<file path="src/rtl/mem_arb_pkg.sv">
// Shared types for the main-memory arbiter: FSM states, port ids, byte-lane count.
package mem_arb_pkg;
   localparam int LANES = 4;
   typedef enum logic [1:0] {IDLE, ACCESS, DONE} state_t;
   typedef enum logic {PORT_I = 1'b0, PORT_D = 1'b1} port_t;
endpackage

</file>
<file path="src/rtl/mem_arbiter_rr.sv">
// Two-request round-robin picker; on a tie the port that did not win last time goes.
module rr_arbiter2
   import mem_arb_pkg::*;
(
   input  logic [1:0] req,
   input  logic       last_grant,
   output logic       grant_valid,
   output logic       grant_port
);
   always_comb begin
      grant_valid = |req;
      grant_port  = PORT_I;
      case (req)
         2'b01:   grant_port = PORT_I;
         2'b10:   grant_port = PORT_D;
         2'b11:   grant_port = ~last_grant;
         default: grant_port = PORT_I;
      endcase
   end
endmodule

</file>
<file path="src/rtl/mem_arbiter.sv">
// Shares one main-memory port between icache and dcache: round-robin grant,
// fixed-latency access, then a one-cycle stop pulse to the winner.
module mem_arbiter
   import mem_arb_pkg::*;
#(
   parameter int MEM_LATENCY = 4,
   parameter int CNT_W       = $clog2(MEM_LATENCY + 1)
) (
   input  logic                    clk,
   input  logic                    reset,
   input  logic                    i_interupt_start,
   input  logic [31:0]             i_mem_addr,
   input  logic                    i_mem_we,
   input  logic [0:LANES-1][7:0]   i_mem_data_in,
   output logic [0:LANES-1][7:0]   i_mem_data_out,
   output logic                    i_interupt_stop,
   input  logic                    d_interupt_start,
   input  logic [31:0]             d_mem_addr,
   input  logic                    d_mem_we,
   input  logic [0:LANES-1][7:0]   d_mem_data_in,
   output logic [0:LANES-1][7:0]   d_mem_data_out,
   output logic                    d_interupt_stop,
   output logic [31:0]             mem_addr,
   output logic                    mem_we,
   output logic [0:LANES-1][7:0]   mem_data_in,
   input  logic [0:LANES-1][7:0]   mem_data_out
);
   localparam logic [CNT_W-1:0] CNT_LOAD = CNT_W'(MEM_LATENCY - 1);

   state_t           state, state_nxt;
   port_t            grant, last_grant;
   logic [CNT_W-1:0] cnt;
   logic             pick_valid;
   logic             pick_raw;
   port_t            pick;

   rr_arbiter2 u_rr (
      .req         ({d_interupt_start, i_interupt_start}),
      .last_grant  (last_grant),
      .grant_valid (pick_valid),
      .grant_port  (pick_raw)
   );
   assign pick = port_t'(pick_raw);

   always_ff @(posedge clk) begin
      if (reset) state <= IDLE;
      else       state <= state_nxt;
   end

   always_comb begin
      state_nxt = state;
      case (state)
         IDLE:    if (pick_valid) state_nxt = ACCESS;
         ACCESS:  if (cnt == '0) state_nxt = DONE;
         DONE:    state_nxt = IDLE;
         default: state_nxt = IDLE;
      endcase
   end

   // Requests are only sampled in IDLE, so a late or changing request waits untouched.
   always_ff @(posedge clk) begin
      if (reset) begin
         grant          <= PORT_I;
         last_grant     <= PORT_D;
         cnt            <= '0;
         mem_addr       <= '0;
         mem_we         <= 1'b0;
         mem_data_in    <= '0;
         i_mem_data_out <= '0;
         d_mem_data_out <= '0;
      end else begin
         case (state)
            IDLE: begin
               mem_we <= 1'b0;
               if (pick_valid) begin
                  grant      <= pick;
                  last_grant <= pick;
                  cnt        <= CNT_LOAD;
                  if (pick == PORT_I) begin
                     mem_addr    <= i_mem_addr;
                     mem_we      <= i_mem_we;
                     mem_data_in <= i_mem_data_in;
                  end else begin
                     mem_addr    <= d_mem_addr;
                     mem_we      <= d_mem_we;
                     mem_data_in <= d_mem_data_in;
                  end
               end
            end
            ACCESS: begin
               if (cnt == '0) begin
                  mem_we <= 1'b0;
                  if (!mem_we) begin
                     if (grant == PORT_I) i_mem_data_out <= mem_data_out;
                     else                 d_mem_data_out <= mem_data_out;
                  end
               end else begin
                  cnt <= cnt - 1'b1;
               end
            end
            default: ;
         endcase
      end
   end

   assign i_interupt_stop = (state == DONE) && (grant == PORT_I);
   assign d_interupt_stop = (state == DONE) && (grant == PORT_D);
endmodule

</file>
<file path="config.mk">
export PLATFORM = sky130hd
export DESIGN_NAME = mem_arbiter
export DESIGN_NICKNAME = d
export VERILOG_FILES = /design/src/rtl/mem_arb_pkg.sv /design/src/rtl/mem_arbiter_rr.sv /design/src/rtl/mem_arbiter.sv
export SDC_FILE = /design/constraint.sdc
export NUM_CORES = 1
export LEC_CHECK = 0
export CORE_MARGIN = 1
export CORE_UTILIZATION = 42
export DETAILED_ROUTE_END_ITERATION = 8
export GPL_TIMING_DRIVEN = 0
export PLACE_DENSITY = 0.86
export SETUP_SLACK_MARGIN = 0.5
export SLEW_MARGIN = 40
export SYNTH_ARGS = -nofsm -noshare
export SYNTH_HDL_FRONTEND = slang
export SYNTH_SLANG_ARGS = --single-unit
</file>
<file path="constraint.sdc">
create_clock -name clk -period 2.89 [get_ports clk]
set_input_delay 0.578 -clock clk [delete_from_list [all_inputs] [get_ports clk]]
set_output_delay 0.578 -clock clk [all_outputs]
set_load 0.03 [all_outputs]
</file>
==> results.json, run 1 <==
{
  "reg2reg_depth": 7,
  "synthMuxAreaShare_pct": 24.0,
  "synth_area_sq_um": 5420,
  "drv_cap": 0,
  "finalHoldViolCount": 0,
  "ys_ff_latch": 136,
  "antenna_found_initial": 0,
  "async_reset_ff_share_pct": 0,
  "cts_buffer_depth": 2,
  "num_rows": 41,
  "p_per_area_nw_per_um2": 621,
  "start_kind": "flip-flop",
  "synth_xor_xnor_area_share_pct": 0,
  "synth_seq_area_share_pct": 50.3,
  "syn_avg_cell_area_sq_um": 10.7,
  "core_sq_um": 12600,
  "synth_compound_area_share_pct": 12.3,
  "r2r_start": "cnt[0]$_SDFFE_PP0P_",
  "cts_resized": 0,
  "setup_tns_ps": 0,
  "drive_above_1_share_pct": 7.32,
  "irDropWorstVdd_v": 0.000341,
  "p_leak_nw": 3.61,
  "syn-num-nets": 674,
  "postCtsSetupBuffers": 0,
  "die_area_sq_um": 13400,
  "grt_max_degree": 17,
  "cts_max_level": 4,
  "synth.top_cell.area_share_pct": 50.3,
  "fin_skew_ps": 15.9,
  "globalRouteTotalUtil_pct": 25.4,
  "holdPathStages": 2,
  "holdPathEnd": "d_mem_data_out[4]$_SDFFE_PP0P_",
  "yosys.area_share.simple_pct": 9.05,
  "start_util_pct": 42.9,
  "nNetsFinal": 988,
  "post-route-min-period_ps": 2340,
  "vias_per_cell": 5.02,
  "dp_hpwl_mm": 13.3,
  "ys_top_cells_by_count": "136 x dfxtp_1, 130 x mux2i_1, 98 x nand2_1",
  "required_ps": 2310,
  "netlist.top_cell.by_area": "dfxtp_1",
  "die-width_microns": 116,
  "grt-ovfl-total": 0,
  "wl_per_cell_microns": 17.0,
  "pin_count": 297,
  "multi_input_area_sq_um": 2480,
  "cp-end-kind": "primary output",
  "synth_top_family_by_area": "multiplexers",
  "grt_pass1_vias": 5125,
  "tritoncts": "built",
  "ant_nets": 0,
  "seqCellArea_sq_um": 2720,
  "worstMarginPinSlew_ps": 534,
  "clkTransAtPathRegs_ps": 60,
  "max_freq_mhz": 427,
  "synthAdderAreaFrac_pct": 0.462,
  "r2r_end": "d_mem_data_out[11]$_SDFFE_PP0P_",
  "drv_slew": 0,
  "synthToLayoutAreaGrowth_pct": 70.1,
  "min_path_type": "flip-flop to flip-flop",
  "hp-start": "d_mem_data_out[4]$_SDFFE_PP0P_",
  "relSlewSlack_pct": 64.4,
  "portBuffers": 295,
  "r2r_setup_slack_ps": 940,
  "gp_congestion": 0.825,
  "cts_hold_buf": 0,
  "drtIter0Drc": 264,
  "clk_latency_ps": 410,
  "status": "finished, final reports clean",
  "cts_sinks": 136,
  "synth-edff-count": 0,
  "grt_pass1_wl_mm": 26.0,
  "synth.distinct_cells": 37,
  "synth_cells": 506,
  "vias": 5049,
  "p_total_mw": 5.73,
  "fin_crit_sh_pct": 81.0,
  "yosysMostFrequentCell": "dfxtp_1",
  "synth_area_leaders": "dfxtp_1 50%, mux2i_1 24%, o2bb2ai_1 10%",
  "fillCellCount": 935,
  "cp_max_fo": 8,
  "numCtsBuffers": 17,
  "synth_flop_cell": "dfxtp_1",
  "first_pass_iters": 4,
  "drc": 0,
  "setup_violations": 0,
  "wl_mm": 17.1,
  "antenna_cells": 0,
  "die_h_microns": 116,
  "root_buffer": "clkbuf_16",
  "yosysWarnings": 0,
  "grt_setup_unrepaired": "false",
  "critical_path_class": "flip-flop to primary output",
  "cp.arrival_ps": 1760
}
## how the worst max path moves through the flow
| stage | startpoint | endpoint | slack [ps] |
|---|---|---|---|
| after floorplan | state[1]$_SDFFE_PP0P_ | i_interupt_stop | 1170 |
| after global placement | d_interupt_start | mem_addr[7]$_SDFFE_PP0P_ | 350 |
| after detailed placement | d_interupt_start | mem_addr[21]$_SDFFE_PP0P_ | 310 |
| after CTS | state[1]$_SDFFE_PP0P_ | i_interupt_stop | 540 |
| after global routing | state[1]$_SDFFE_PP0P_ | i_interupt_stop | 510 |
| final | state[1]$_SDFFE_PP0P_ | i_interupt_stop | 550 |
## registers in the layout, summed over array words and instances, names as in the netlist
name	count
d_mem_data_out	32
i_mem_data_out	32
mem_addr	32
mem_data_in	32
cnt	3
state	2
grant	1
last_grant	1
mem_we	1
## cell families after synthesis
logic type	Yosys count
and+or+nand+nor	117
DFF	136
muxes	130
buffers and inverters	42
adders and majority gates	2
AOI/OAI and AO/OA	79
## stage by stage
stage                     hold slack, ps  setup slack [ps]  util (%)  instance area [sq um]  cells
after CTS                            461               540      73.0                   9220   1005
after detailed placement             448               308      68.0                   8590    973
after global placement               443               353      68.0                   8590    973
after global routing                 472               510      73.0                   9220   1005
final                                459               549      73.0                   9220   1005
after floorplan                      472              1170         -                   5420    506
## where the power goes
group | internal [mW] | leakage, nW | switching, mW | total, mW
sequential | 2.03 | 1.11 | 0.0961 | 2.13
combinational | 0.625 | 2.20 | 0.682 | 1.31
clock | 1.49 | 0.300 | 0.799 | 2.29
total | 4.15 | 3.61 | 1.58 | 5.73
## cell usage in the layout (no fill, tap or decap), drive strengths merged, types with 2 or more instances in the layout
master | synthesis | final
bufinv | 0 | 4
dfxtp | 136 | 136
a21oi | 5 | 5
clkdlybuf4s50 | 0 | 295
clkinvlp | 0 | 3
o21ai | 2 | 2
or2 | 2 | 2
nand3 | 2 | 2
nor2b | 2 | 2
ha | 2 | 2
mux2i | 130 | 130
buf | 27 | 27
nand2 | 98 | 98
clkinv | 0 | 3
clkbuf | 11 | 32
inv | 4 | 5
nor2 | 4 | 4
o2bb2ai | 64 | 64
## worst max-delay path: stages, from the launching register on
cell and delay (ps):
dfxtp_1 440, nor3b_1 210, clkdlybuf4s50_1 700
## layout make-up
class | instances | area share (%)
flip-flops and latches | 136 | 29.5
inverters | 4 | 0.163
repair buffers | 295 | 32.0
well taps | 172 | 2.34
plain buffers | 38 | 2.14
multi-input cells | 328 | 26.9
clock inverters | 11 | 1.85
clock buffers | 21 | 5.00
## metal layers
layer | part of all wire (%) | vias up | track usage [%]
met3 | 7.0 | 21 | 7.06
met5 | 0 | - | 0
li1 | - | 2434 | -
met1 | 38 | 2391 | 26.7
met2 | 53 | 203 | 48.2
met4 | 2.0 | 0 | 8.66
No activity file was read; power rests on OpenSTA's default activity.
==> run 2, diff against run 1 <==
- CORE_UTILIZATION: 42 -> 39
- PLACE_DENSITY: 0.86 -> 0.81
- clock period: 2.89 -> 2.4 ns (I/O delays scaled with it)
==> run 2 against run 1 <==
Utilization decreased by 5.2 points. Via count increased by 0.46%. Global-route usage decreased by 1.2 points. Critical path depth unchanged. Clock skew decreased by 11 ps. Non-clock buffer count unchanged. Setup slack got worse by 19 ps. Worst hold slack got worse by 5.3 ps. Highest routed layer unchanged. Routed wire length increased by 1.2%.
==> results.json, run 2 (synthesized netlist as in run 1, its figures left out) <==
{
  "cp-end-kind": "primary output",
  "use_met1_pct": 24.6,
  "whs_ps": 453,
  "gp_congestion": 0.823,
  "nNetsFinal": 988,
  "setup_tns_ps": 0,
  "portBuffers": 295,
  "dp_hpwl_mm": 13.7,
  "clk_latency_ps": 410,
  "grt_max_degree": 17,
  "die_area_sq_um": 14400,
  "grt.busiest_layer": "met2",
  "drv_slew": 0,
  "grt_setup_unrepaired": "true",
  "irDropWorstVdd_v": 0.000484,
  "post-route-min-period_ps": 1870,
  "synthToLayoutAreaGrowth_pct": 67.9,
  "wl_mm": 17.3,
  "use_met2_pct": 44.9,
  "cts_max_level": 4,
  "drtIter0Drc": 209,
  "cts_sinks": 136,
  "final_common_cell": "clkdlybuf4s50_1",
  "drive_above_1_share_pct": 7.81,
  "final_cells": 1008,
  "cts_buffer_depth": 2,
  "die_h_microns": 120,
  "pin_count": 297,
  "max_freq_mhz": 535,
  "clkTransAtPathRegs_ps": 50,
  "tritoncts": "built",
  "critical_path_class": "flip-flop to primary output",
  "num_rows": 42,
  "vias_per_cell": 5.03,
  "worstMarginPinSlew_ps": 519,
  "core_sq_um": 13400,
  "cp.arrival_ps": 1390,
  "p_leak_nw": 4.24,
  "drc": 0,
  "root_buffer": "clkbuf_16",
  "grt_pass1_vias": 5229,
  "grt_pass1_wl_mm": 26.5,
  "relSlewSlack_pct": 65.4,
  "globalRouteTotalUtil_pct": 24.2,
  "die-width_microns": 120,
  "fillCellCount": 1076,
  "fin_crit_sh_pct": 77.9,
  "required_ps": 1920,
  "cp_max_fo": 8,
  "layout_common_cells": "164 x clkdlybuf4s50_1, 136 x dfxtp_1, 130 x mux2i_1",
  "wl_per_cell_microns": 17.1,
  "p_per_area_nw_per_um2": 735,
  "finalHoldViolCount": 0,
  "start_kind": "flip-flop",
  "ant_nets": 0,
  "cts_hold_buf": 0,
  "vias": 5072,
  "status": "finished, final reports clean",
  "grt_util_met3_pct": 7.79,
  "first_pass_iters": 4,
  "dp_cells": 977,
  "grt-ovfl-total": 0,
  "antenna_cells": 0,
  "setup_violations": 0,
  "fin_skew_ps": 4.48,
  "start_util_pct": 40.4,
  "numCtsBuffers": 17,
  "antenna_found_initial": 0,
  "drv_cap": 0,
  "min_path_type": "flip-flop to flip-flop"
}
-- run 2: cell types whose count changed in the layout (fill, tap and decap cells not counted), sizes merged --
| cell | delta |
|---|---|
| bufinv | -1 |
| inv | -1 |
| dlymetal6s2s | +5 |
| clkinvlp | -2 |
| clkdlybuf4s50 | -131 |
| clkbuf | +6 |
| dlygate4sd2 | +124 |
| buf | -1 |
-- run 2: area by class of cell --
cell class / instances / area, sq um / share of cell area (%)
sequential: 136 / 2720 / 29.9
tap: 176 / 220 / 2.42
clock buffer: 24 / 492 / 5.41
timing repair buffer: 295 / 2800 / 30.8
buffer: 38 / 225 / 2.48
multi-input combinational: 328 / 2500 / 27.5
inverter: 4 / 15.0 / 0.165
clock inverter: 7 / 116 / 1.28
-- run 2: worst paths after layout --
check	end	slack [ps]	from	cells after the start
worst max-delay path	i_interupt_stop	530	state[1]$_SDFFE_PP0P_	2
worst min register to register	d_mem_data_out[17]$_SDFFE_PP0P_	450	d_mem_data_out[17]$_SDFFE_PP0P_	2
worst max register to register	d_mem_data_out[8]$_SDFFE_PP0P_	620	cnt[0]$_SDFFE_PP0P_	7
worst min-delay path	d_mem_data_out[17]$_SDFFE_PP0P_	450	d_mem_data_out[17]$_SDFFE_PP0P_	2
-- run 2: worst max-delay path, stage by stage (launching register included) --
cell and delay [ps]:
dfxtp_1 470, nor3b_1 240, clkbuf_2 270
-- run 2: metrics by stage --
| stage | setup WS [ps] | instance area [sq um] | util (%) | power (mW) |
|---|---|---|---|---|
| after floorplan | 767 | 5420 | - | 3.40 |
| after global placement | 59.2 | 8590 | 64.1 | 4.14 |
| after detailed placement | -41.1 | 8590 | 64.1 | 4.18 |
| after CTS | 345 | 9050 | 67.6 | 6.72 |
| after global routing | 467 | 9090 | 67.9 | 6.94 |
| final | 529 | 9090 | 67.9 | 6.68 |
-- run 2: what timing repair did --
item | CTS | global route
gates resized for setup | 135 | 18
gates cloned | 0 | 0
buffers inserted | 0 | 0
setup endpoints to repair | 187 | 61
-- run 2: report_power, final --
part           internal (mW)  switching, mW
logic                  0.646          0.822
registers               2.45          0.110
clock network           1.74          0.919
-- run 2: metal layers --
layer	wire [microns]	vias to the layer above
li1	-	2430
met1	6550	2380
met3	1360	28
met2	8960	234
met4	392	0
met5	0	-
